**src/rtl/client_my_fec_rx.sv**
```systemverilog
// client_my_fec_rx
//   Receive side of the column-FEC path. Parses Ethernet/IPv4/UDP/RTP/FEC
//   frames from the MAC receive client, validates every fixed header field
//   plus the IPv4 header checksum, streams the XOR payload into one half of
//   a ping-pong buffer and commits that half together with the FEC header
//   fields only when the frame is good and fully matching.
// Ports
//   rx_clk, reset_n           clock, async active-low reset
//   rx_data/rx_data_valid     byte stream from the MAC (contiguous per frame)
//   rx_good_frame/bad_frame   status pulse after the last byte
//   pl_data/pl_addr/pl_we     payload buffer write port {bank, offset}
//   rd_bank                   committed bank (always ~write bank)
//   fec_valid/seq_gap         commit pulse and RTP sequence discontinuity
//   rtp_seq/sn_base/fec_offset/fec_na  committed header fields
//   drop_cnt                  saturating count of rejected frames
module client_my_fec_rx #(
  parameter int unsigned PAYLOAD_OFFSET = 70,
  parameter int unsigned FRAME_LEN      = 1386,
  parameter logic [15:0] PORT_FEC       = 16'd8198,
  parameter logic [47:0] DST_MAC        = 48'h01005e7f0001,
  parameter logic [31:0] DST_IP         = 32'hEFFF0001,
  parameter logic [6:0]  RTP_PT         = 7'd96
) (
  input  logic        rx_clk,
  input  logic        reset_n,
  input  logic [7:0]  rx_data,
  input  logic        rx_data_valid,
  input  logic        rx_good_frame,
  input  logic        rx_bad_frame,
  output logic [7:0]  pl_data,
  output logic [11:0] pl_addr,
  output logic        pl_we,
  output logic        rd_bank,
  output logic        fec_valid,
  output logic [15:0] rtp_seq,
  output logic [15:0] sn_base,
  output logic [7:0]  fec_offset,
  output logic [7:0]  fec_na,
  output logic        seq_gap,
  output logic [15:0] drop_cnt
);

  localparam logic [11:0] HDR_LAST = 12'(PAYLOAD_OFFSET - 1);
  localparam logic [11:0] PL_OFF   = 12'(PAYLOAD_OFFSET);
  localparam logic [11:0] LEN      = 12'(FRAME_LEN);

  typedef enum logic [2:0] {IDLE, HDR, PAYLOAD, WAIT_STATUS, DROP} state_t;

  state_t      state_q, state_d;
  logic [11:0] cnt_q, cnt_d;
  logic        err_q, err_d;
  logic [19:0] csum_q, csum_d;
  logic [7:0]  hi_q, hi_d;
  logic [15:0] sh_seq_q, sh_seq_d, sh_snb_q, sh_snb_d;
  logic [7:0]  sh_off_q, sh_off_d, sh_na_q, sh_na_d;
  logic        first_q, first_d;
  logic        wr_bank_q, wr_bank_d;
  logic [7:0]  pl_data_q, pl_data_d;
  logic [11:0] pl_addr_q, pl_addr_d;
  logic        pl_we_q, pl_we_d;
  logic        fec_valid_q, fec_valid_d;
  logic        seq_gap_q, seq_gap_d;
  logic [15:0] rtp_seq_q, rtp_seq_d, sn_base_q, sn_base_d;
  logic [7:0]  fec_offset_q, fec_offset_d, fec_na_q, fec_na_d;
  logic [15:0] drop_cnt_q, drop_cnt_d;

  logic        mism, good_st, any_st, in_frame, eof, start, err_fin, drop_inc;
  logic [11:0] idx, pl_off;
  logic [16:0] fold1, fold2;

  always_comb begin
    state_d = state_q; cnt_d = cnt_q; err_d = err_q; csum_d = csum_q; hi_d = hi_q;
    sh_seq_d = sh_seq_q; sh_snb_d = sh_snb_q; sh_off_d = sh_off_q; sh_na_d = sh_na_q;
    first_d = first_q; wr_bank_d = wr_bank_q;
    pl_data_d = pl_data_q; pl_addr_d = pl_addr_q; pl_we_d = 1'b0;
    fec_valid_d = 1'b0; seq_gap_d = 1'b0;
    rtp_seq_d = rtp_seq_q; sn_base_d = sn_base_q;
    fec_offset_d = fec_offset_q; fec_na_d = fec_na_q;
    drop_cnt_d = drop_cnt_q;
    mism = 1'b0; drop_inc = 1'b0; err_fin = 1'b0;
    fold1 = '0; fold2 = '0; pl_off = '0;

    // Simultaneous good+bad counts as bad.
    good_st  = rx_good_frame & ~rx_bad_frame;
    any_st   = rx_good_frame | rx_bad_frame;
    in_frame = (state_q == HDR) || (state_q == PAYLOAD);
    eof      = in_frame && !rx_data_valid;
    // A new frame may also start while still waiting for the previous status.
    start    = rx_data_valid && ((state_q == IDLE) || (state_q == WAIT_STATUS && !any_st));
    idx      = start ? 12'd0 : cnt_q;

    if (start) begin
      err_d  = 1'b0;
      csum_d = '0;
    end

    if (start || (state_q == HDR && rx_data_valid && !rx_bad_frame)) begin
      case (idx)
        12'd0:  mism = rx_data != DST_MAC[47:40];
        12'd1:  mism = rx_data != DST_MAC[39:32];
        12'd2:  mism = rx_data != DST_MAC[31:24];
        12'd3:  mism = rx_data != DST_MAC[23:16];
        12'd4:  mism = rx_data != DST_MAC[15:8];
        12'd5:  mism = rx_data != DST_MAC[7:0];
        12'd12: mism = rx_data != 8'h08;
        12'd13: mism = rx_data != 8'h00;
        12'd14: mism = rx_data != 8'h45;
        12'd23: mism = rx_data != 8'd17;          // IP protocol UDP
        12'd30: mism = rx_data != DST_IP[31:24];
        12'd31: mism = rx_data != DST_IP[23:16];
        12'd32: mism = rx_data != DST_IP[15:8];
        12'd33: mism = rx_data != DST_IP[7:0];
        12'd36: mism = rx_data != PORT_FEC[15:8];
        12'd37: mism = rx_data != PORT_FEC[7:0];
        12'd42: mism = rx_data[7:6] != 2'b10;     // RTP version 2
        12'd43: mism = rx_data[6:0] != RTP_PT;
        12'd44: sh_seq_d[15:8] = rx_data;
        12'd45: sh_seq_d[7:0]  = rx_data;
        12'd54: sh_snb_d[15:8] = rx_data;
        12'd55: sh_snb_d[7:0]  = rx_data;
        12'd58: mism = ~rx_data[7];
        12'd67: sh_off_d = rx_data;
        12'd68: sh_na_d  = rx_data;
        default: ;
      endcase
      // IPv4 header checksum: sum 16-bit words over bytes 14..33 (checksum
      // included); a correct header folds to all ones.
      if (idx >= 12'd14 && idx <= 12'd33) begin
        if (!idx[0]) hi_d = rx_data;
        else         csum_d = csum_d + {4'b0, hi_q, rx_data};
      end
      if (idx == 12'd33) begin
        fold1 = {1'b0, csum_d[15:0]} + {13'b0, csum_d[19:16]};
        fold2 = {1'b0, fold1[15:0]} + {16'b0, fold1[16]};
        if (fold2[15:0] != 16'hFFFF) mism = 1'b1;
      end
      err_d   = err_d | mism;
      cnt_d   = idx + 12'd1;
      state_d = (idx == HDR_LAST) ? PAYLOAD : HDR;
    end

    if (state_q == PAYLOAD && rx_data_valid && !rx_bad_frame) begin
      if (cnt_q < LEN) begin
        pl_off    = cnt_q - PL_OFF;
        pl_we_d   = 1'b1;
        pl_data_d = rx_data;
        pl_addr_d = {wr_bank_q, pl_off[10:0]};
      end else begin
        err_d = 1'b1;                           // overlong: never write past the buffer
      end
      if (cnt_q != 12'hFFF) cnt_d = cnt_q + 12'd1;
    end

    // MAC aborted the frame while bytes were still flowing.
    if (in_frame && rx_data_valid && rx_bad_frame) begin
      state_d  = DROP;
      drop_inc = 1'b1;
    end
    if (state_q == DROP && !rx_data_valid) state_d = IDLE;

    // Previous frame never got a status before the next one started.
    if (state_q == WAIT_STATUS && start) drop_inc = 1'b1;

    // Status may arrive on the same cycle valid drops, or any time later.
    if (eof || (state_q == WAIT_STATUS && any_st)) begin
      err_fin = err_q | (eof && cnt_q != LEN);
      if (good_st && !err_fin) begin
        state_d      = IDLE;
        wr_bank_d    = ~wr_bank_q;
        rtp_seq_d    = sh_seq_q;
        sn_base_d    = sh_snb_q;
        fec_offset_d = sh_off_q;
        fec_na_d     = sh_na_q;
        fec_valid_d  = 1'b1;
        seq_gap_d    = ~first_q & (sh_seq_q != rtp_seq_q + 16'd1);
        first_d      = 1'b0;
      end else if (any_st) begin
        state_d  = IDLE;
        drop_inc = 1'b1;
      end else begin
        state_d = WAIT_STATUS;
        err_d   = err_fin;
      end
    end

    if (drop_inc && drop_cnt_q != 16'hFFFF) drop_cnt_d = drop_cnt_q + 16'd1;
  end

  always_ff @(posedge rx_clk or negedge reset_n) begin
    if (!reset_n) begin
      state_q <= IDLE; cnt_q <= '0; err_q <= 1'b0; csum_q <= '0; hi_q <= '0;
      sh_seq_q <= '0; sh_snb_q <= '0; sh_off_q <= '0; sh_na_q <= '0;
      first_q <= 1'b1; wr_bank_q <= 1'b0;
      pl_data_q <= '0; pl_addr_q <= '0; pl_we_q <= 1'b0;
      fec_valid_q <= 1'b0; seq_gap_q <= 1'b0;
      rtp_seq_q <= '0; sn_base_q <= '0; fec_offset_q <= '0; fec_na_q <= '0;
      drop_cnt_q <= '0;
    end else begin
      state_q <= state_d; cnt_q <= cnt_d; err_q <= err_d; csum_q <= csum_d; hi_q <= hi_d;
      sh_seq_q <= sh_seq_d; sh_snb_q <= sh_snb_d; sh_off_q <= sh_off_d; sh_na_q <= sh_na_d;
      first_q <= first_d; wr_bank_q <= wr_bank_d;
      pl_data_q <= pl_data_d; pl_addr_q <= pl_addr_d; pl_we_q <= pl_we_d;
      fec_valid_q <= fec_valid_d; seq_gap_q <= seq_gap_d;
      rtp_seq_q <= rtp_seq_d; sn_base_q <= sn_base_d;
      fec_offset_q <= fec_offset_d; fec_na_q <= fec_na_d;
      drop_cnt_q <= drop_cnt_d;
    end
  end

  assign pl_data    = pl_data_q;
  assign pl_addr    = pl_addr_q;
  assign pl_we      = pl_we_q;
  assign rd_bank    = ~wr_bank_q;
  assign fec_valid  = fec_valid_q;
  assign seq_gap    = seq_gap_q;
  assign rtp_seq    = rtp_seq_q;
  assign sn_base    = sn_base_q;
  assign fec_offset = fec_offset_q;
  assign fec_na     = fec_na_q;
  assign drop_cnt   = drop_cnt_q;

endmodule

```
**config.mk**
```make
export PLATFORM = sky130hd
export DESIGN_NAME = client_my_fec_rx
export DESIGN_NICKNAME = d
export VERILOG_FILES = /design/src/rtl/client_my_fec_rx.sv
export SDC_FILE = /design/constraint.sdc
export NUM_CORES = 1
export LEC_CHECK = 0
export CAP_MARGIN = 20
export CORE_MARGIN = 1.5
export CORE_UTILIZATION = 45
export CTS_CLUSTER_SIZE = 40
export DETAILED_ROUTE_END_ITERATION = 16
export MAX_ROUTING_LAYER = met4
export PLACE_DENSITY = 0.68
export SLEW_MARGIN = 20
export SYNTH_ARGS = -nofsm -noshare
export SYNTH_HDL_FRONTEND = slang
export SYNTH_SLANG_ARGS = --single-unit
export TNS_END_PERCENT = 10
```
**constraint.sdc**
```tcl
create_clock -name rx_clk -period 7.19 [get_ports rx_clk]
set_input_delay 1.438 -clock rx_clk [delete_from_list [all_inputs] [get_ports rx_clk]]
set_output_delay 1.438 -clock rx_clk [all_outputs]
set_load 0.02 [all_outputs]
```
==> flow_summary.yaml <==
synth:
  post_synth.cell_area_avg_sq_um: 8.71
  synth.cell_area_sq_mm: 0.0109
  synth_async_sr_flop_share_pct: 100
  synth_nets: 1289
  synth.distinct_cells: 87
  synth-edff-count: 0
  cells_after_synthesis: 1249
  yosys_most_used_dff: "sky130_fd_sc_hd__dfrtp_1"
  postSynthRegisterBits: 181
  synth-warning-count: 0
  yosysSeqAreaShare_pct: 41.6
worst_setup_path:
  cp_slowest_stage_delay_ns: 0.40
  crit_path_end_kind: "register"
  worst-endpoint-required_ns: 7.51
  cp-startpoint: "rx_good_frame"
  critPathSlowestCell: "sky130_fd_sc_hd__fa_2"
  startpoint_type: "input port"
  crit_path_max_fanout: 4
  worstPathArrival_ns: 7.31
  path_class: "input port to register"
  regToRegStartpoint: "state_q[1]"
floorplanning:
  die_h_um: 159
  fp.dieArea_sq_mm: 0.0251
  floorplan.initialDensity_pct: 46.1
  row_count: 56
  core_area_sq_mm: 0.0236
  die_width_um: 159
  top_level_ports: 101
sta:
  slew_violations: 0
  clock-skew-final_ns: 0.0174
  slew-limit-headroom_pct: 34.9
  layout_setup_ws_ns: 0.196
  hold_viol: 0
  finalCritPeriodShare_pct: 97.3
  finalWorstPathRequiredPeriod_ns: 6.99
  rsz0062_at_grt: "true"
  final-setup-viol-count: 0
  fmax_mhz: 143
  tns_ns: 0
  worst_pin_slew_ns: 0.972
hold_path:
  min_from: "sh_snb_q[4]"
  holdCritPathClass: "register to register"
placed_design:
  gpl_congestion: 0.927
  dp_cells: 1685
  dp.final_hpwl_um: 20700
  port-buffer-count: 100
  place_ws_ns: -0.730
cells_and_area:
  multiInputGateArea_sq_mm: 0.00607
  nets: 1434
  layout.cells.most_common: "sky130_fd_sc_hd__nand2_1"
  final_cell_count_no_fill: 1726
  ff_latch_area_sq_mm: 0.00453
  fillers: 2143
  antenna_cells_inserted: 0
  flow.area_growth_from_synthesis_pct: 24.3
  layout_common_cells: "sky130_fd_sc_hd__nand2_1 (258), sky130_fd_sc_hd__dfrtp_1 (180), sky130_fd_sc_hd__buf_4 (106), sky130_fd_sc_hd__clkdlybuf4s50_1 (96), sky130_fd_sc_hd__o21ai_0 (82)"
  final_layout_size_suffix_gt1_share_pct: 17.4
  final_util_pct: 57.3
cts:
  cts_num_sinks: 181
  cts_hold_buf: 0
  htree_levels: 4
  maximum_buffer_depth_of_the_clock_tree: 2
  cts_inserted_buffers: 17
  ctsRootBufferMaster: "sky130_fd_sc_hd__clkbuf_16"
  clk_pin_slew_worst_paths_ns: 0.08
  cts_tree: "yes"
  worst_skew_pair.late_latency_ns: 0.44
pwr:
  total_power_mw: 4.17
  irDropWorstVdd_mv: 0.215
  leak_pwr_nw: 6.12
  power.density_cell_area_mw_per_mm2: 309
routing:
  remaining_drc_errors: 0
  detail_route.first_pass.iterations: 7
  avgRoutedWirePerCell_um: 16.9
  via_count: 9537
  wirelength_um: 29200
  ant_nets: 0
  drt-initial-drc-count: 752
  post_drt_via_cell_ratio: 5.53
grt:
  grt_overflow: 0
  first_global_vias: 9056
  grt_first_pass_wirelength_um: 47500
  maximum_number_of_pins_on_one_net_before_global_route_repair: 112
  antenna_found_initial: 0
  global_route.usage.total_pct: 24.9
flow_run:
  maxCapViolCount: 0
run_status:
  outcome: "finished clean"
-- cell type report --
type / instances / share of cell area, %
clock buffers: 19 / 3.28
clock inverters: 13 / 0.990
inverters: 29 / 0.805
multi-input cells: 957 / 44.9
flip-flops and latches: 181 / 33.5
well taps: 319 / 2.95
repair buffers: 208 / 13.6
-- cell families (layout without fill, tap and decap cells) --
logic type	after synthesis	after routing	share of synthesized area, %
simple gates	525	525	23.0
fa+ha+maj	31	31	3.54
buf+inv	111	269	4.30
mux	52	52	5.29
flops	181	181	41.6
compound gates	260	260	15.0
xor+xnor	89	89	7.16
-- worst max-delay path: cells and delay by family --
kind,cells,cell delay [ns]
simple gates,14,2.26
fa+ha+maj,5,1.41
compound gates,10,1.22
buf+inv,5,0.51
mux,1,0.27
xor+xnor,1,0.19
-- path summary, 6_finish.rpt --
path | to | slack [ns] | cells after the start
setup / recovery | err_q | 0.20 | 36
hold / removal | sn_base[4] | 0.46 | 2
setup reg to reg | err_q | 0.86 | 36
hold reg to reg | sn_base[4] | 0.46 | 2
max in group asynchronous | cnt_q[11] | 5.05 | 2
min in group asynchronous | sn_base[2] | 0.87 | 1
-- routing by layer --
layer | GRT usage [%] | vias up | routed length (um) | share of wire, %
met1 | 33.9 | 4591 | 13800 | 47
met4 | 6.85 | 0 | 512 | 1.8
met3 | 4.19 | 42 | 1530 | 5.2
met2 | 38.3 | 278 | 13300 | 46
met5 | - | - | 0 | 0
li1 | - | 4626 | - | -
-- repair_timing --
| action | in CTS | in global routing |
|---|---|---|
| pin swaps | 29 | 31 |
| gates cloned | 0 | 0 |
| buffers inserted | 4 | 4 |
| endpoints found under the setup margin | 1 | 1 |
| resized for setup | 26 | 9 |
-- metrics by stage --
stage                     cell area [sq um]  hold WS (ns)
final                                 13500         0.461
after global routing                  13500         0.489
after CTS                             13400         0.468
after detailed placement              12700         0.452
after global placement                12700         0.443
after floorplan                       11000         0.433
-- power by group --
group	internal, mW	leakage [nW]	total (mW)	switching (mW)
Combinational	0.834	3.42	1.89	1.06
Sequential	1.16	2.43	1.36	0.198
Clock	0.470	0.276	0.924	0.454
Total	2.46	6.12	4.17	1.71
-- cell usage after synthesis (4+ instances only) --
cell type                  count  area share (%)
sky130_fd_sc_hd__nand2_1     259             8.9
sky130_fd_sc_hd__dfrtp_1     180              41
sky130_fd_sc_hd__o21ai_0      83             3.8
sky130_fd_sc_hd__nor2_1       75             2.6
sky130_fd_sc_hd__a21oi_1      69             3.2
sky130_fd_sc_hd__xnor2_1      64             5.2
sky130_fd_sc_hd__clkbuf_1     57             2.0
sky130_fd_sc_hd__mux2_2       44             4.6
sky130_fd_sc_hd__nand3_1      40             1.8
sky130_fd_sc_hd__inv_1        29             1.0
sky130_fd_sc_hd__ha_1         26             3.0
sky130_fd_sc_hd__xor2_1       25             2.0
sky130_fd_sc_hd__and2_1       20             1.1
sky130_fd_sc_hd__nand4_1      19             1.1
sky130_fd_sc_hd__and3_1       17            0.98
sky130_fd_sc_hd__a31oi_1      16            0.92
sky130_fd_sc_hd__nor3_1       16            0.74
sky130_fd_sc_hd__buf_2        14            0.64
sky130_fd_sc_hd__nor2b_1      12            0.69
sky130_fd_sc_hd__nand2b_1     10            0.57
sky130_fd_sc_hd__nor4_1        9            0.52
sky130_fd_sc_hd__or3_1         9            0.52
sky130_fd_sc_hd__a211oi_1      8            0.55
sky130_fd_sc_hd__a21o_1        8            0.55
sky130_fd_sc_hd__mux2i_1       8            0.74
sky130_fd_sc_hd__o22ai_1       8            0.46
sky130_fd_sc_hd__buf_4         7            0.48
sky130_fd_sc_hd__or2_2         7            0.40
sky130_fd_sc_hd__o31ai_1       6            0.41
sky130_fd_sc_hd__a31o_2        4            0.32
sky130_fd_sc_hd__maj3_1        4            0.37
sky130_fd_sc_hd__or4_1         4            0.28
-- state kept, by name (all words and copies together), names as in the netlist, 12 cells and up --
name	flops
cnt_q	12
pl_addr	12
rtp_seq	16
drop_cnt	16
sh_snb_q	16
sn_base	16
csum_q	20
sh_seq_q	16
No activity file was read; power rests on OpenSTA's default activity.
